`config.mk`:
```
export PLATFORM = sky130hd
export DESIGN_NAME = eth_frame_loop_tx
export DESIGN_NICKNAME = d
export VERILOG_FILES = /design/src/rtl/eth_frame_loop_tx.sv
export SDC_FILE = /design/constraint.sdc
export NUM_CORES = 1
export LEC_CHECK = 0
export CORE_UTILIZATION = 33
export CTS_CLUSTER_DIAMETER = 120
export DETAILED_ROUTE_END_ITERATION = 6
export SLEW_MARGIN = 25
export SYNTH_ARGS = -nofsm -noshare
export SYNTH_HDL_FRONTEND = slang
export SYNTH_SLANG_ARGS = --single-unit
```
`constraint.sdc`:
```
create_clock -name clk -period 6.5 [get_ports clk]
set_clock_uncertainty 0.1 [all_clocks]
set_input_delay 1.3 -clock clk [delete_from_list [all_inputs] [get_ports clk]]
set_output_delay 1.3 -clock clk [all_outputs]
set_load 0.02 [all_outputs]
```
`src/rtl/eth_frame_loop_tx.sv`:
```
// Frame loopback transmit path: per-byte script ops from a latched lane,
// optional CRC-32 FCS regeneration, oversize truncation, fixed 2-cycle latency.
module eth_frame_loop_tx #(
  parameter int unsigned C_NUM_SCRIPTS    = 4,
  parameter int unsigned C_MAX_FRAME_SIZE = 2048,
  localparam int unsigned SEL_W  = (C_NUM_SCRIPTS > 1) ? $clog2(C_NUM_SCRIPTS) : 1,
  localparam int unsigned USER_W = 32 * C_NUM_SCRIPTS + 3
) (
  input  logic              clk,
  input  logic              rst,
  input  logic [SEL_W-1:0]  script_sel,
  input  logic              fcs_recompute,
  input  logic [7:0]        s_axis_tdata,
  input  logic [USER_W-1:0] s_axis_tuser,
  input  logic              s_axis_tlast,
  input  logic              s_axis_tvalid,
  output logic [7:0]        m_axis_tdata,
  output logic              m_axis_tuser,
  output logic              m_axis_tlast,
  output logic              m_axis_tvalid,
  output logic [31:0]       frame_count,
  output logic [31:0]       drop_count
);

  localparam int unsigned CNT_W = $clog2(C_MAX_FRAME_SIZE + 1);

  localparam logic [2:0] OP_REPL = 3'd1;
  localparam logic [2:0] OP_XOR  = 3'd2;
  localparam logic [2:0] OP_AND  = 3'd3;
  localparam logic [2:0] OP_OR   = 3'd4;
  localparam logic [2:0] OP_ADD  = 3'd5;
  localparam logic [2:0] OP_DROP = 3'd6;
  localparam logic [2:0] OP_BAD  = 3'd7;

  typedef enum logic [2:0] {ST_SYNC, ST_IDLE, ST_FRAME, ST_FCS, ST_DISCARD} state_t;

  function automatic logic [31:0] crc_step(input logic [31:0] c, input logic [7:0] b);
    logic [31:0] r;
    r = c ^ {24'h0, b};
    for (int i = 0; i < 8; i++) r = r[0] ? ((r >> 1) ^ 32'hEDB8_8320) : (r >> 1);
    return r;
  endfunction

  state_t           state;
  logic [SEL_W-1:0] sel_q;
  logic             fcs_rec_q;
  logic [CNT_W-1:0] byte_cnt;
  logic [2:0]       fcs_idx;

  logic       s1_valid, s1_first, s1_last, s1_trunc, s1_fcs, s1_rep, s1_bad_in;
  logic [7:0] s1_data, s1_param;
  logic [2:0] s1_op;
  logic [1:0] s1_k;

  logic [31:0] crc;
  logic        bad_acc;

  logic             start_c, accept_c, trunc_c, fcs_rec_c;
  logic [SEL_W-1:0] sel_raw_c, lane_c;
  logic [2:0]       op_c, fcs_idx_c;
  logic [7:0]       param_c;
  logic [CNT_W-1:0] cnt_next_c;
  logic             unused_tuser_c;

  assign unused_tuser_c = ^s_axis_tuser;

  // Input-side decode: first byte of a frame uses live controls, later bytes the latched ones
  always_comb begin
    start_c    = (state == ST_IDLE);
    accept_c   = s_axis_tvalid && (state == ST_IDLE || state == ST_FRAME || state == ST_FCS);
    sel_raw_c  = start_c ? script_sel : sel_q;
    lane_c     = (32'(sel_raw_c) < C_NUM_SCRIPTS) ? sel_raw_c : '0;
    fcs_rec_c  = start_c ? fcs_recompute : fcs_rec_q;
    fcs_idx_c  = start_c ? 3'd0 : fcs_idx;
    cnt_next_c = start_c ? CNT_W'(1) : byte_cnt + CNT_W'(1);
    trunc_c    = !start_c && !s_axis_tlast && (cnt_next_c == CNT_W'(C_MAX_FRAME_SIZE));
    op_c       = '0;
    param_c    = '0;
    for (int i = 0; i < C_NUM_SCRIPTS; i++) begin
      if (lane_c == SEL_W'(i)) begin
        op_c    = s_axis_tuser[3 + 32 * i +: 3];
        param_c = s_axis_tuser[3 + 32 * i + 16 +: 8];
      end
    end
  end

  // Frame-tracking FSM and first pipeline stage
  always_ff @(posedge clk) begin
    if (rst) begin
      state     <= ST_SYNC;
      sel_q     <= '0;
      fcs_rec_q <= 1'b0;
      byte_cnt  <= '0;
      fcs_idx   <= '0;
      s1_valid  <= 1'b0;
      s1_first  <= 1'b0;
      s1_last   <= 1'b0;
      s1_trunc  <= 1'b0;
      s1_fcs    <= 1'b0;
      s1_rep    <= 1'b0;
      s1_bad_in <= 1'b0;
      s1_data   <= '0;
      s1_param  <= '0;
      s1_op     <= '0;
      s1_k      <= '0;
    end else begin
      s1_valid <= accept_c;
      if (accept_c) begin
        s1_first  <= start_c;
        s1_data   <= s_axis_tdata;
        s1_last   <= s_axis_tlast || trunc_c;
        s1_trunc  <= trunc_c;
        s1_op     <= op_c;
        s1_param  <= param_c;
        s1_fcs    <= s_axis_tuser[2];
        s1_rep    <= s_axis_tuser[2] && fcs_rec_c && (fcs_idx_c < 3'd4);
        s1_k      <= fcs_idx_c[1:0];
        s1_bad_in <= s_axis_tuser[0];
        sel_q     <= lane_c;
        fcs_rec_q <= fcs_rec_c;
        byte_cnt  <= cnt_next_c;
        fcs_idx   <= (s_axis_tuser[2] && fcs_idx_c < 3'd4) ? fcs_idx_c + 3'd1 : fcs_idx_c;
        if (s_axis_tlast)                            state <= ST_IDLE;
        else if (trunc_c)                            state <= ST_DISCARD;
        else if (s_axis_tuser[2] || state == ST_FCS) state <= ST_FCS;
        else                                         state <= ST_FRAME;
      end else begin
        case (state)
          ST_SYNC:    if (!s_axis_tvalid || s_axis_tlast) state <= ST_IDLE;
          ST_DISCARD: if (s_axis_tvalid && s_axis_tlast)  state <= ST_IDLE;
          default:    state <= state;
        endcase
      end
    end
  end

  logic [31:0] crc_cur_c, crc_inv_c;
  logic [7:0]  src_c, res_c;
  logic        drop_c, bad_c;

  // Second stage: FCS substitution, byte op, frame-bad accumulation
  always_comb begin
    crc_cur_c = s1_first ? 32'hFFFF_FFFF : crc;
    crc_inv_c = ~crc_cur_c;
    src_c     = s1_rep ? crc_inv_c[{s1_k, 3'b000} +: 8] : s1_data;
    case (s1_op)
      OP_REPL: res_c = s1_param;
      OP_XOR:  res_c = src_c ^ s1_param;
      OP_AND:  res_c = src_c & s1_param;
      OP_OR:   res_c = src_c | s1_param;
      OP_ADD:  res_c = src_c + s1_param;
      default: res_c = src_c;
    endcase
    drop_c = (s1_op == OP_DROP) && !s1_last;
    bad_c  = (s1_first ? 1'b0 : bad_acc) | s1_bad_in | (s1_op == OP_BAD) | s1_trunc;
  end

  always_ff @(posedge clk) begin
    if (rst) begin
      crc           <= '0;
      bad_acc       <= 1'b0;
      m_axis_tdata  <= '0;
      m_axis_tuser  <= 1'b0;
      m_axis_tlast  <= 1'b0;
      m_axis_tvalid <= 1'b0;
      frame_count   <= '0;
      drop_count    <= '0;
    end else begin
      m_axis_tvalid <= 1'b0;
      m_axis_tlast  <= 1'b0;
      m_axis_tuser  <= 1'b0;
      if (s1_valid) begin
        bad_acc <= bad_c;
        crc     <= (s1_fcs || drop_c) ? crc_cur_c : crc_step(crc_cur_c, res_c);
        if (drop_c) begin
          drop_count <= drop_count + 32'd1;
        end else begin
          m_axis_tvalid <= 1'b1;
          m_axis_tdata  <= res_c;
          m_axis_tlast  <= s1_last;
          m_axis_tuser  <= s1_last && bad_c;
          if (s1_last) frame_count <= frame_count + 32'd1;
        end
      end
    end
  end

endmodule

```
# --- After elaboration in Yosys (flattened, before gate mapping) ---
# Index checks and enable logic that the tools add are counted.
classes:
  n_lt_le_gt_ge: 1
  addsub: 5
  mul: 0
  mux: 34
  eq_ne: 17
  n_div: 0
  shift: 1
  bitwise: 18
  reduce_logical: 28
op_table:
  columns: ["op", "count"]
  rows:
  - ["two-way mux 32 bit", 10]
  - ["NOT 13 -> 14 bit", 8]
  - ["adder 32 x 1 -> 32 bit (second input constant)", 2]
  - ["two-way mux 8 bit", 5]
  - ["case mux 8 bit (5 select lines)", 1]
  - ["two-way mux 3 bit", 11]
  - ["NOT 32 bit", 1]
  - ["variable part select 32 x 6 -> 8 bit", 1]
  - ["XOR 32 x 8 -> 32 bit", 1]
  - ["equality test 3 bit (second input constant)", 5]
  - ["adder 12 x 1 -> 12 bit (second input constant)", 1]
  - ["equality test 12 bit (second input constant)", 1]
  - ["equality test 3 x 2 -> 1 bit (second input constant)", 4]
  - ["two-way mux 12 bit", 1]
  - ["logical AND 1 bit", 9]
  - ["adder 8 bit", 1]
  - ["bitwise AND 8 bit", 1]
  - ["bitwise OR 8 bit", 1]
  - ["XOR 8 bit", 1]
  - ["equality test 3 x 1 -> 1 bit (second input constant)", 2]
  - ["logical OR 1 bit", 6]
  - ["inequality test 3 bit (second input constant)", 2]
  - ["case mux 3 bit (2 select lines)", 1]
  - ["AND reduction 3 bit", 2]
  - ["other kinds (15)", 26]
totals:
  ram_bits: 0
  elab_cells: 128
  latch_bits: 0
  romBits: 0
  ff_bits: 157
  n_memories: 0
  input_bits: 146
  out_inout_bits: 75

# --- Depth between registers and ports, before layout ---
# Gate-level depths: netlist (run 1).
logic_depth:
  word_depth: 24
  mapped_depth: 15
  mapped_depth_nobuf: 14

# --- Worst setup path before layout (run 1) ---
# No wires, ideal clock.
synth_path:
  path_type: "register to register"
  start: "register s1_k[0]"
  end: "register crc[24]"
  synth_period_minus_slack_ns: 4.000
  path_buffers: 1
  arrival_ns: 3.815
  stages_incl_launch_ff: 15
  required_time_ns: 6.314
  setup_ns: 0.086
  slack_ns: 2.500
  path_cell_list: "dfxtp_1 > buf_6 > mux4_2 > o2bb2ai_4 > ha_1 > inv_1 > fa_1 > a22oi_1 > o22ai_1 > o2bb2ai_2 > xnor2_2 > xor3_2 > xor3_2 > xor2_1 > a211oi_1"
synth_between:
  elab_chain_len: 19
  elab_cells_between_ends: 22
  cone_classes: "add/sub (1); shift (1); mux (11); bitwise (9)"
synth_lines:
  columns: ["item", "line_no", "rtl"]
  rows:
  - ["start: declaration", "53", "logic [1:0] s1_k;"]
  - ["start signal: assignment", "117", "s1_k <= fcs_idx_c[1:0];"]
  - ["variable part select 32 x 6 -> 8 bit (*)", "145", "src_c = s1_rep ? crc_inv_c[{s1_k, 3'b000} +: 8] : s1_data;"]
  - ["two-way mux 8 bit (*)", "145", null]
  - ["adder 8 bit, or another cell as far along", "151", "OP_ADD: res_c = src_c + s1_param;"]
  - ["case mux 8 bit (5 select lines) (*)", "146", "case (s1_op)"]
  - ["XOR 32 x 8 -> 32 bit (*)", "39", "r = c ^ {24'h0, b};"]
  - ["two-way mux 32 bit (*)", "40", "for (int i = 0; i < 8; i++) r = r[0] ? ((r >> 1) ^ 32'hEDB8_8320) : (r >> 1);"]
  - ["NOT 13 -> 14 bit (no line)", null, null]
  - ["two-way mux 32 bit (*)", "40", null]
  - ["NOT 13 -> 14 bit (no line)", null, null]
  - ["two-way mux 32 bit (*) (2 in series)", "40", null]
  - ["NOT 13 -> 14 bit (no line)", null, null]
  - ["two-way mux 32 bit (*)", "40", null]
  - ["NOT 13 -> 14 bit (no line)", null, null]
  - ["two-way mux 32 bit (*) (2 in series)", "40", null]
  - ["NOT 13 -> 14 bit (no line)", null, null]
  - ["two-way mux 32 bit (*)", "40", null]
  - ["two-way mux 32 bit (*)", "174", "crc <= (s1_fcs || drop_c) ? crc_cur_c : crc_step(crc_cur_c, res_c);"]
  - ["end signal: assignment", "174", null]
  - ["end: declaration", "55", "logic [31:0] crc;"]
# Mark *: on every way between the ends. The rest lies on a longest branch, timed or not.
# A chain may end at the register's enable or synchronous reset.

# --- Worst setup path after layout (run 1) ---
layout_path:
  start: "register s1_k[0]"
  end: "register crc[19]"
layout_between:
  elab_chain_len: 19
  elab_cells_between_ends: 24
  cone_classes: "add/sub (1); shift (1); mux (11); bitwise (11)"
layout_lines:
  columns: ["item", "line_no"]
  rows:
  - ["variable part select 32 x 6 -> 8 bit (*)", "145"]
  - ["two-way mux 8 bit (*)", "145"]
  - ["adder 8 bit, or another cell as far along", "151"]
  - ["case mux 8 bit (5 select lines) (*)", "146"]
  - ["XOR 32 x 8 -> 32 bit (*)", "39"]
  - ["two-way mux 32 bit (*) (2 in series)", "40"]
  - ["NOT 13 -> 14 bit (no line)", null]
  - ["two-way mux 32 bit (*)", "40"]
  - ["NOT 13 -> 14 bit (no line)", null]
  - ["two-way mux 32 bit (*) (2 in series)", "40"]
  - ["NOT 13 -> 14 bit (no line)", null]
  - ["two-way mux 32 bit (*)", "40"]
  - ["NOT 13 -> 14 bit (no line)", null]
  - ["two-way mux 32 bit (*)", "40"]
  - ["NOT 13 -> 14 bit (no line)", null]
  - ["two-way mux 32 bit (*)", "40"]
  - ["two-way mux 32 bit (*)", "174"]
# Marked as above.

==> flow_metrics.py, run 1 <==
metrics = {
    "timing": {
        "fin_crit_sh_pct": 76.8,
        "hold_slack_ns": 0.357,
        "finalHoldViolCount": 0,
        "slew_violations": 0,
        "finalSetupViolCount": 0,
        "worstMarginPinSlew_ns": 0.936,
        "clock.fmax_mhz": 200,
        "rsz0062_at_grt": "no",
        "fin_crit_ns": 4.99,
        "slew_headroom_pct": 37.6,
        "timing.setup.tns_ns": 0,
    },
    "yosys": {
        "synth.most_common_cell": "nor2_1",
        "synth_area_leaders": "dfxtp_1 35%, nor2_1 8.3%, xor2_1 5.4%",
        "syn-num-nets": 1212,
        "synthFlopType": "dfxtp_1",
        "synth-seq-cells": 157,
        "yosysSeqAreaShare_pct": 35.2,
        "syn_inst": 1045,
        "postSynth.asyncResetShare_pct": 0,
        "synth_edf_count": 0,
        "ys_warn_count": 0,
        "synthDistinctLibCells": 72,
        "synth_area_per_cell_um2": 8.55,
        "synth_top_cell_area_share_pct": 35.2,
        "yosys-top-cells-count": "197 x nor2_1, 157 x dfxtp_1, 104 x nand2_1, 55 x xor2_1, 54 x a21oi_1",
        "syn-cell-area_mm2": 0.00894,
        "yosysTopAreaCell": "dfxtp_1",
    },
    "run": {
        "cap_violations": 0,
    },
    "pwr": {
        "leakagePower_nw": 3.97,
        "power_density_mw_per_mm2": 272,
        "vdd_drop_max_mv": 0.166,
    },
    "run_status": {
        "status": "complete, but fails checks",
        "violations": "design-rule violations",
    },
    "clock_network": {
        "numClockSinks": 157,
        "clk_latency_ns": 0.43,
        "clk_pin_slew_ns": 0.06,
        "cts_tree": "built",
        "htreeDepth": 4,
        "numCtsBuffers": 17,
        "clock_path_buffers": 2,
        "post_cts.repair.setup_buffers": 0,
        "cts_resized": 0,
        "hold_buffers": 0,
        "cts_root_buf": "clkbuf_16",
    },
    "route": {
        "vias": 7614,
        "vias_per_cell": 5.09,
        "drtIter0Drc": 453,
        "drc": 6,
        "wl_per_cell_um": 15.1,
        "drt-total-wl_um": 22600,
        "dr.pass1.iters": 7,
        "detail-route-antenna-nets": 0,
    },
    "worst_setup_path": {
        "cp.arrival_ns": 5.22,
        "required_ns": 6.73,
        "end_kind": "flip-flop",
        "critical_path_class": "flip-flop to flip-flop",
        "start_kind": "flip-flop",
        "cp_max_fo": 9,
    },
    "die": {
        "rows": 59,
        "die_w_um": 167,
        "die-area_mm2": 0.0277,
        "ios": 221,
        "die_height_um": 167,
        "core_mm2": 0.0263,
        "start_util_pct": 34.0,
    },
    "global_routing": {
        "antenna_found_initial": 1,
        "grt_pass1_wl_um": 37500,
        "grtUsageTotal_pct": 16.4,
        "grt_remaining_overflow": 0,
        "use_met3_pct": 4.90,
        "grt_busiest_layer": "met2",
        "use_met1_pct": 21.8,
        "grt_use_met2_pct": 25.8,
        "grt_pass1_vias": 7187,
        "grt_max_degree": 87,
    },
    "layout": {
        "fin_util_pct": 42.3,
        "drive_above_1_share_pct": 7.51,
        "nNetsFinal": 1313,
        "area_growth_pct": 24.4,
    },
    "placement": {
        "hpwl_um": 15300,
        "gp_congestion": 0.837,
        "numPortBuffers": 135,
    },
    "worst_hold_path": {
        "hp-class": "flip-flop to flip-flop",
    },
}
[worst paths after layout]
kind | from | endpoint | slack, ns | cells past startpoint
hold / removal | s1_trunc | s1_trunc | 0.36 | 2
setup / recovery | s1_k[0] | crc[19] | 1.51 | 14
hold reg to reg | s1_trunc | s1_trunc | 0.36 | 2
setup reg to reg | s1_k[0] | crc[19] | 1.51 | 14
[state kept, by name, indices dropped and copies added (netlist names), 8 cells and up]
register,cells
m_axis_tdata,8
drop_count,32
byte_cnt,12
crc,32
s1_data,8
frame_count,32
s1_param,8
[stage by stage]
step | setup slack [ns] | std cells | cell area [µm²] | power (mW)
2_1_floorplan | 2.50 | 1045 | 8940 | 1.78
3_3_place_gp | 1.54 | 1462 | 10500 | 1.95
3_5_place_dp | 1.53 | 1462 | 10500 | 1.95
4_1_cts | 1.49 | 1494 | 11100 | 3.06
5_1_grt | 1.15 | 1494 | 11100 | 3.18
6_report | 1.51 | 1495 | 11100 | 3.02
[cell usage in the layout (no fill, tap or decap), types with 10 or more instances in the layout]
master	count
nand4_1	14
xor2_1	55
dfxtp_1	157
nand2_1	104
a211oi_1	31
inv_1	29
a22oi_1	13
clkbuf_16	17
clkdlybuf4s50_1	134
and3_1	21
xnor2_1	52
and2_1	10
a21oi_1	54
o21ai_0	32
nor2_1	196
mux4_2	15
ha_1	20
nand3_1	26
nor3_1	21
[kinds of logic after synthesis]
kind of cell	Yosys count	synth area share, %
AOI/OAI and AO/OA	188	14.6
xor gates and xnor gates	124	14.5
adders and majority gates	21	3.02
buffers and inverters	89	4.54
DFF	157	35.2
muxes	31	6.31
and+or+nand+nor	435	21.8
[power breakdown]
group,internal (mW),switching (mW)
Clock,0.652,0.434
Sequential,0.992,0.0326
Combinational,0.456,0.457
Total,2.10,0.924
[per-layer routing]
| metal | vias to the layer above | routed length (µm) | share of wire (%) |
|---|---|---|---|
| li1 | 3835 | - | - |
| met1 | 3594 | 10500 | 47 |
| met2 | 168 | 10300 | 46 |
| met3 | 17 | 1500 | 6.6 |
| met4 | 0 | 279 | 1.2 |
| met5 | - | 0 | 0 |
[critical path, cell delays in order (launching register included)]
cell       delay [ns]
dfxtp_1          0.74
mux4_2           0.63
o2bb2ai_4        0.18
ha_1             0.23
inv_1            0.07
fa_1             0.41
nand2b_1         0.17
a21oi_1          0.27
a2111oi_0        0.16
nor3_1           0.27
a31oi_1          0.26
xnor2_1          0.67
xnor2_1          0.31
xnor2_1          0.20
a211oi_1         0.23
[layout make-up]
cell class	count	area, µm²
Clock buffer	18	429
Timing Repair Buffer	141	1390
Tap cell	335	419
Sequential cell	157	3140
Fill cell	2614	15200
Inverter	30	113
Multi-Input combinational cell	799	5410
Antenna cell	1	2.50
Clock inverter	14	206
No activity file was read; power rests on OpenSTA's default activity.
==> run 2, diff against run 1 <==
==> constraint.sdc (replaced) <==
create_clock -name clk -period 4.5 [get_ports clk]
set_clock_uncertainty 0.1 [all_clocks]
set_input_delay 0.9 -clock clk [delete_from_list [all_inputs] [get_ports clk]]
set_output_delay 0.9 -clock clk [all_outputs]
set_load 0.02 [all_outputs]
==> flow_metrics.py, run 2 (same netlist as run 1, synthesis figures left out) <==
metrics = {
    "die": {
        "core_mm2": 0.0263,
        "die_height_um": 167,
        "die_w_um": 167,
        "rows": 59,
        "start_util_pct": 34.0,
        "die-area_mm2": 0.0277,
        "ios": 221,
    },
    "timing": {
        "hold_slack_ns": 0.359,
        "slew_violations": 0,
        "fin_crit_sh_pct": 94.4,
        "fin_ws_ns": 0.251,
        "rsz0062_at_grt": "no",
        "finalHoldViolCount": 0,
        "fin_crit_ns": 4.25,
        "clock.fmax_mhz": 235,
        "timing.setup.tns_ns": 0,
        "finalSetupViolCount": 0,
        "slew_headroom_pct": 41.4,
        "worstMarginPinSlew_ns": 0.878,
    },
    "run_status": {
        "violations": "design-rule violations",
        "status": "complete, but fails checks",
    },
    "worst_setup_path": {
        "r2r_start": "s1_k[0]",
        "cp_common_cell": "o2bb2ai_1",
        "cp.arrival_ns": 4.48,
        "cpMaxStageDelayCell": "mux4_1",
        "required_ns": 4.73,
        "cp_num_buf_inv": 3,
        "crit_chain": "buf_12 > mux4_1 > o2bb2ai_1 > buf_4 > inv_1 > ha_1 > and3_1 > o2bb2ai_1 > nor3b_1 > o21ai_0 > a21oi_2 > xnor2_4 > xor3_2 > xor2_1 > a211oi_1",
        "r2r-end": "crc[24]",
        "critical_path_class": "flip-flop to flip-flop",
        "cp_max_fo": 9,
        "end_kind": "flip-flop",
        "crit_path_max_incr_delay_ns": 0.62,
        "start_kind": "flip-flop",
        "r2r_slack_ns": 0.25,
        "cp_top_family": "compound AO/OA/AOI/OAI gates",
        "r2r_cells": 15,
    },
    "clock_network": {
        "clk_pin_slew_ns": 0.06,
        "htreeDepth": 4,
        "numClockSinks": 157,
        "numCtsBuffers": 17,
        "hold_buffers": 0,
        "clk_latency_ns": 0.43,
        "cts_root_buf": "clkbuf_16",
        "clock_path_buffers": 2,
        "cts_tree": "built",
    },
    "route": {
        "drtIter0Drc": 511,
        "detail-route-antenna-nets": 0,
        "wl_per_cell_um": 15.0,
        "drt-total-wl_um": 22800,
        "vias_per_cell": 5.07,
        "dr.pass1.iters": 7,
        "drc": 3,
        "vias": 7718,
    },
    "global_routing": {
        "grt_remaining_overflow": 0,
        "grt_pass1_vias": 7404,
        "antenna_found_initial": 1,
        "grt_pass1_wl_um": 37700,
        "grtUsageTotal_pct": 16.6,
        "grt_max_degree": 99,
    },
    "placement": {
        "dp_slack_ns": 0.277,
        "numPortBuffers": 135,
        "gp_congestion": 0.844,
        "hpwl_um": 15600,
    },
    "pwr": {
        "vdd_drop_max_mv": 0.224,
        "leakagePower_nw": 4.10,
        "power_density_mw_per_mm2": 390,
    },
    "worst_hold_path": {
        "hp-class": "flip-flop to flip-flop",
        "min_from": "s1_bad_in",
        "min_to": "s1_bad_in",
        "min_path_cells": 2,
    },
    "run": {
        "cap_violations": 0,
    },
    "layout": {
        "reg.largest.list": "crc x32, drop_count x32, frame_count x32",
        "layout.cells.most_common": "nor2_1",
        "fillers": 2629,
        "antenna_cells": 0,
        "area_growth_pct": 26.7,
        "drive_above_1_share_pct": 9.78,
        "nNetsFinal": 1340,
        "final_cell_mix": "196 x nor2_1, 157 x dfxtp_1, 134 x clkdlybuf4s50_1",
    },
}
[run 2: cell types whose count changed in the layout (fill, tap and decap cells not counted), sizes merged]
cell | previous run | this run
buf | 7 | 34
diode | 1 | 0
clkinvlp | 0 | 1
clkbuf | 18 | 20
clkinv | 6 | 3
bufinv | 4 | 2
inv | 34 | 36
[run 2: where the power goes]
part           switching, mW  internal, mW
clock network          0.636         0.850
registers             0.0430          1.43
logic                  0.702         0.758
[run 2: worst reg2reg max path, stage by stage, from the launching register on]
cell,delay [ns]
dfxtp_1,0.41
buf_12,0.17
mux4_1,0.63
o2bb2ai_1,0.17
buf_4,0.15
inv_1,0.04
ha_1,0.35
and3_1,0.17
o2bb2ai_1,0.14
nor3b_1,0.20
o21ai_0,0.13
a21oi_2,0.31
xnor2_4,0.25
xor3_2,0.46
xor2_1,0.21
a211oi_1,0.27
[run 2: worst max path at each step]
stage / start / to / slack [ns] / cells past startpoint
floorplan: s1_k[0] / crc[24] / 0.50 / 14
global placement: s1_k[0] / crc[24] / 0.28 / 15
detailed placement: s1_k[0] / crc[24] / 0.28 / 14
CTS: s1_k[0] / crc[18] / 0.24 / 16
global route: s1_k[0] / crc[19] / 0.009 / 15
finish: s1_k[0] / crc[24] / 0.25 / 15
[run 2: per-layer routing]
layer  share of wire, %  global-route usage [%]  vias to the layer above
li1                   -                       -                     3897
met1                 48                    21.4                     3679
met2                 46                    26.8                      130
met3                5.5                    5.32                       12
met4               0.86                    3.66                        0
met5                  0                       0                        -
[run 2: timing repair]
action / 4_1_cts / 5_1_grt
setup buffers: 0 / 2
gates resized for setup: 0 / 6
setup endpoints to repair: 0 / 8
[run 2: area by class of cell]
cell class,instances,area (µm²),share of cell area (%)
clock buffer,20,447,3.94
clock inverter,12,153,1.35
inverter,30,113,0.994
multi-input combinational,799,5430,48.0
sequential,157,3140,27.7
tap,335,419,3.70
timing repair buffer,168,1620,14.3
[run 2: through the flow]
| stage | power [mW] | std cells | util, % | cell area, µm² |
|---|---|---|---|---|
| 6_report | 4.42 | 1521 | 43.1 | 11300 |
| 5_1_grt | 4.64 | 1521 | 43.1 | 11300 |
| 4_1_cts | 4.44 | 1519 | 42.9 | 11300 |
| 3_5_place_dp | 2.92 | 1487 | 40.6 | 10700 |
| 3_3_place_gp | 2.91 | 1487 | 40.6 | 10700 |
| 2_1_floorplan | 2.56 | 1045 | - | 8940 |
